==> config.mk <==
export PLATFORM = sky130hd
export DESIGN_NAME = user_port_arbiter
export DESIGN_NICKNAME = d
export VERILOG_FILES = /design/src/rtl/user_port_arbiter.sv
export SDC_FILE = /design/constraint.sdc
export NUM_CORES = 1
export LEC_CHECK = 0
export ABC_AREA = 1
export CAP_MARGIN = 20
export CORE_MARGIN = 3
export CORE_UTILIZATION = 25
export CTS_BUF_LIST = sky130_fd_sc_hd__clkbuf_8
export CTS_CLUSTER_DIAMETER = 100
export CTS_CLUSTER_SIZE = 28
export DETAILED_ROUTE_END_ITERATION = 6
export GPL_ROUTABILITY_DRIVEN = 0
export PLACE_DENSITY = 0.65
export SETUP_SLACK_MARGIN = 0.02
export SLEW_MARGIN = 20
export SYNTH_ARGS = -nofsm -noshare
export SYNTH_HDL_FRONTEND = slang
export SYNTH_SLANG_ARGS = --single-unit
==> constraint.sdc <==
create_clock -name clk -period 1.5 [get_ports clk]
set_input_delay 0.15 -clock clk [delete_from_list [all_inputs] [get_ports clk]]
set_output_delay 0.15 -clock clk [all_outputs]
set_load 0.05 [all_outputs]
==> src/rtl/user_port_arbiter.sv <==
// Round-robin arbiter sharing one leaf_interface user port between NUM_REQ HLS
// output streams, with burst lock and a single registered output stage.
module user_port_arbiter #(
  parameter int NUM_REQ      = 4,
  parameter int REQ_IDX_BITS = 2,
  parameter int PAYLOAD_BITS = 32,
  parameter int MAX_BURST    = 8
) (
  input  logic                            clk,
  input  logic                            reset,
  input  logic [NUM_REQ*PAYLOAD_BITS-1:0] din_user2arb,
  input  logic [NUM_REQ-1:0]              vld_user2arb,
  output logic [NUM_REQ-1:0]              ack_arb2user,
  output logic [PAYLOAD_BITS-1:0]         dout_arb2interface,
  output logic                            vld_arb2interface,
  input  logic                            ack_interface2arb,
  output logic [REQ_IDX_BITS-1:0]         grant_idx,
  output logic                            busy
);

  typedef enum logic {
    IDLE   = 1'b0,
    LOCKED = 1'b1
  } state_t;

  state_t                  state, state_nxt;
  logic [REQ_IDX_BITS-1:0] rr_ptr, rr_ptr_nxt;
  logic [REQ_IDX_BITS-1:0] grant_nxt;
  logic [REQ_IDX_BITS-1:0] grant_inc;
  logic [REQ_IDX_BITS-1:0] pick_idx;
  logic                    pick_found;
  logic [7:0]              burst_cnt, burst_nxt;
  logic                    can_load;
  logic                    take;
  logic                    burst_done;
  logic [PAYLOAD_BITS-1:0] req_word [NUM_REQ];

  for (genvar gi = 0; gi < NUM_REQ; gi++) begin : g_split
    assign req_word[gi] = din_user2arb[gi*PAYLOAD_BITS +: PAYLOAD_BITS];
  end

  // The output register may accept a new word when empty or draining this cycle.
  assign can_load   = !vld_arb2interface || ack_interface2arb;
  assign take       = (state == LOCKED) && vld_user2arb[grant_idx] && can_load;
  assign burst_done = ({1'b0, burst_cnt} + 9'd1) == 9'(MAX_BURST);
  assign grant_inc  = (grant_idx == REQ_IDX_BITS'(NUM_REQ - 1)) ?
                      '0 : grant_idx + REQ_IDX_BITS'(1);

  // First valid requester at or above rr_ptr, wrapping at NUM_REQ-1.
  always_comb begin
    logic [REQ_IDX_BITS:0] cand;
    // NOTE: every variable gets a default before any conditional write, so no latch is inferred.
    pick_found = 1'b0;
    pick_idx   = '0;
    cand       = '0;
    for (int k = 0; k < NUM_REQ; k++) begin
      cand = {1'b0, rr_ptr} + (REQ_IDX_BITS+1)'(k);
      if (cand >= (REQ_IDX_BITS+1)'(NUM_REQ)) cand = cand - (REQ_IDX_BITS+1)'(NUM_REQ);
      if (!pick_found && vld_user2arb[cand[REQ_IDX_BITS-1:0]]) begin
        pick_found = 1'b1;
        pick_idx   = cand[REQ_IDX_BITS-1:0];
      end
    end
  end

  always_comb begin
    state_nxt  = state;
    rr_ptr_nxt = rr_ptr;
    grant_nxt  = grant_idx;
    burst_nxt  = burst_cnt;
    case (state)
      IDLE: begin
        if (pick_found) begin
          grant_nxt = pick_idx;
          burst_nxt = '0;
          state_nxt = LOCKED;
        end
      end
      LOCKED: begin
        // Under backpressure the lock and counter are frozen whatever vld does.
        if (can_load) begin
          if (vld_user2arb[grant_idx]) begin
            burst_nxt = burst_cnt + 8'd1;
            if (burst_done) begin
              rr_ptr_nxt = grant_inc;
              state_nxt  = IDLE;
            end
          end else begin
            rr_ptr_nxt = grant_inc;
            state_nxt  = IDLE;
          end
        end
      end
      default: state_nxt = IDLE;
    endcase
  end

  always_comb begin
    ack_arb2user = '0;
    if (take) ack_arb2user[grant_idx] = 1'b1;
    busy = (state == LOCKED) || vld_arb2interface;
  end

  // NOTE: reset is asynchronous and active-low, so it sits in the sensitivity list.
  always_ff @(posedge clk or negedge reset) begin
    if (!reset) begin
      state              <= IDLE;
      rr_ptr             <= '0;
      grant_idx          <= '0;
      burst_cnt          <= '0;
      vld_arb2interface  <= 1'b0;
      dout_arb2interface <= '0;
    end else begin
      // NOTE: sequential state uses non-blocking assignments so all registers update together.
      state     <= state_nxt;
      rr_ptr    <= rr_ptr_nxt;
      grant_idx <= grant_nxt;
      burst_cnt <= burst_nxt;
      if (take) begin
        dout_arb2interface <= req_word[grant_idx];
        vld_arb2interface  <= 1'b1;
      end else if (ack_interface2arb) begin
        vld_arb2interface  <= 1'b0;
      end
    end
  end

endmodule

==> results by group <==
Synthesis
  – FF+latch count, synth: between 40 and 50
  – Avg Cell Area, Syn: ~7.4 um^2
  – Top-area cell type share of the netlist area: about 36%
  – Area contributors post-synth: dfrtp_1 36%, o21ai_0 12%, mux2_2 9.9%
  – Ys Warns: 0
  – Gate Count Post-Synth: 429
  – Syn nets: between 500 and 600
  – Post-synth top area cell: dfrtp_1
  – Cell Area, Synth: roughly 3200 um^2
  – Sequential share of the synthesized area: between 30% and 40%
  – Synth unique cells: 26

Critical path
  – CP Class: reg -> out
  – Buf/Inv on CP: 3
  – Critical path required time: about 1.4 ns
  – Peak fanout along the critical path: 5
  – Critical Path Start Type: flip-flop
  – CP max-delay cell: dfrtp_2
  – Top delay family on crit path: flip-flops
  – Kind of end point of the critical path: primary output
  – Crit path DAT: 1.57 ns
  – CP peak stage delay: 0.44 ns
  – CP cell instances: inv_4, a21oi_2, o21ai_2, nand2_4, nand2_4, buf_12, nor2_4, buf_12

Route
  – Routed len/inst: 14.7 um
  – Final WL: 11.8 mm
  – DRT Pass-1 Iters: 4
  – Vias: 3829
  – Vias per cell: 4.77
  – Detailed-route DRC error count: 0
  – Starting DRT DRC Count: ~100
  – Antenna-violating nets left: 0

CTS
  – Root Driver: clkbuf_8
  – Clock Latency Late Sink: approximately 0.29 ns
  – H-tree levels: 2
  – CTS tree: done
  – Clk sinks: 46
  – Clk pin slew, worst setup/hold paths: 0.09 ns
  – TritonCTS Buffers: 5
  – Clock buffer depth: 2

Worst hold path
  – Hold Crit Class: in -> async

STA
  – Fmax: 581 MHz
  – Final hold violation count: 0
  – Clock skew: 0.00599 ns
  – Fin crit share: 115%
  – Final setup margin: -0.221 ns
  – Slew margin rel.: 69.9%
  – Setup Viol. Count Final: 49
  – Minimum clock period: 1.72 ns
  – WHS: about 0.37 ns
  – RSZ-0062 raised after global routing: yes
  – Worst slew pin tran: 0.451 ns
  – Sum of negative setup slack: -6.28 ns
  – Pins Over Slew Limit: 0

Power and ir drop
  – Tot Pwr: 0.0124 W
  – Power per cell area: 2130 nW/um^2
  – Maximum vdd ir drop: 971 uV
  – P_leak: around 2.5 nW

Global routing
  – GRT Total Usage: between 10% and 20%
  – Largest net degree at the start of global routing: 50
  – Initial antenna violation count: 0
  – Number of global-route vias before repair: roughly 3.9k
  – GRT Residual Overflow: 0
  – First-pass GRT wire length: ~18 mm

Floorplanning
  – Core box area: 12200 um^2
  – Initial core utilization: 26.0%
  – DIE HEIGHT: between 100 and 150 um
  – Die footprint: 14100 um^2
  – Die W: 119 um
  – Row Count: 40
  – Io pins: 175

Cells and area
  – Commonest non-fill, non-tap cell in the layout: clkdlybuf4s50_1
  – Most frequent cells in the layout: 133 x clkdlybuf4s50_1, 73 x nor2_1, 68 x buf_4, 64 x o21ai_0, 42 x nand2_1
  – Share of post-route cells with drive strength above 1: a little under a third
  – Nets: 775
  – Number of antenna repair diodes: 0
  – Area grow syn2layout: 83.8%
  – Filler cell count: 1163
  – Area occupied by multi-input gates: ~2000 um^2
  – Register area: 1160 um^2

Status
  – Failing checks: setup timing
  – Status: finished with violations

Job
  – MaxCap Viol Count: 0

Placement
  – Port bufs: roughly 170
  – Hpwl dp: 8.64 mm
  – Placement Setup Slack: -0.448 ns
worst min-delay path, delay by kind of cell:
| kind | cells | cell delay, ns |
|---|---|---|
| buf+inv | 3 | 0.90 |
routing by layer:
layer,up-vias,global-route usage [%],wire (um)
met5,-,0,0
met4,0,4.20,159
met3,18,3.35,590
met2,118,30.8,6580
met1,1834,16.5,4450
li1,1859,-,-
power breakdown:
group          internal, W  switching, W  leakage, nW
registers          0.00185      0.000404        0.546
clock network     0.000314      0.000420       0.0414
logic              0.00403       0.00540         1.89
total              0.00619       0.00622         2.48
repair_timing:
action                                 in CTS  in global routing
buffers inserted                           15                  5
gates cloned                                0                  1
hold buffers                                1                  0
pin swaps                                  26                 20
setup endpoints to repair                  50                 50
gates resized for setup                    46                 43
endpoints found under the hold margin      46                  0
final cells by class:
class                      instances  area share (%)
timing repair buffer             226            38.3
multi-input combinational        327            34.9
sequential                        46            19.9
tap                              168            3.60
inverter                          28            1.97
clock buffer                       5            1.18
clock inverter                     2           0.193
flip-flops by register name, indices dropped and copies added (netlist names):
| name | cells |
|---|---|
| dout_arb2interface | 32 |
| state | 1 |
| burst_cnt | 8 |
| rr_ptr | 2 |
| grant_idx | 2 |
| vld_arb2interface | 1 |
path summary, 6_finish.rpt:
check,from,endpoint,slack [ns],cells past startpoint
worst max register to register,grant_idx[0]$_DFFE_PN0P_,dout_arb2interface[4]$_DFFE_PN0P_,-0.19,9
worst max-delay path,grant_idx[0]$_DFFE_PN0P_,ack_arb2user[2],-0.22,8
worst min-delay path,reset,vld_arb2interface$_DFFE_PN0P_,0.37,3
min in group clk,ack_interface2arb,vld_arb2interface$_DFFE_PN0P_,0.46,2
worst min register to register,dout_arb2interface[30]$_DFFE_PN0P_,dout_arb2interface[30]$_DFFE_PN0P_,0.51,1
max in group asynchronous,reset,burst_cnt[2]$_DFFE_PN0P_,0.89,3
cell families (layout without fill, tap and decap cells):
kind of cell,Yosys count,after routing,share of synthesized area [%]
buffers and inverters,56,261,7.49
DFF,46,46,36.2
adders and majority gates,6,6,2.36
muxes,32,32,11.8
AOI/OAI and AO/OA,113,113,19.4
and+or+nand+nor,176,176,22.7
synthesized netlist by cell type:
cell type / n
a21oi_1: 3
a21oi_2: 1
a31oi_1: 1
buf_1: 1
buf_2: 4
buf_4: 2
buf_6: 2
clkbuf_1: 19
dfrtp_1: 46
ha_1: 6
inv_1: 26
inv_2: 2
mux2_2: 28
mux2_4: 4
nand2_1: 63
nand2_2: 1
nand2_4: 1
nand3_1: 25
nand3b_1: 2
nand4_1: 2
nor2_1: 80
nor2_2: 2
o21ai_0: 74
o21ai_2: 1
o21bai_1: 1
o22ai_1: 32
through the flow:
| stage | utilization, % | area [um^2] | instances |
|---|---|---|---|
| after global placement | 43.3 | 5280 | 773 |
| after global routing | 47.8 | 5840 | 802 |
| after detailed placement | 43.3 | 5280 | 773 |
| after floorplan | - | 3230 | 429 |
| final | 47.8 | 5840 | 802 |
| after CTS | 46.2 | 5640 | 796 |
No activity file was read; power rests on OpenSTA's default activity.
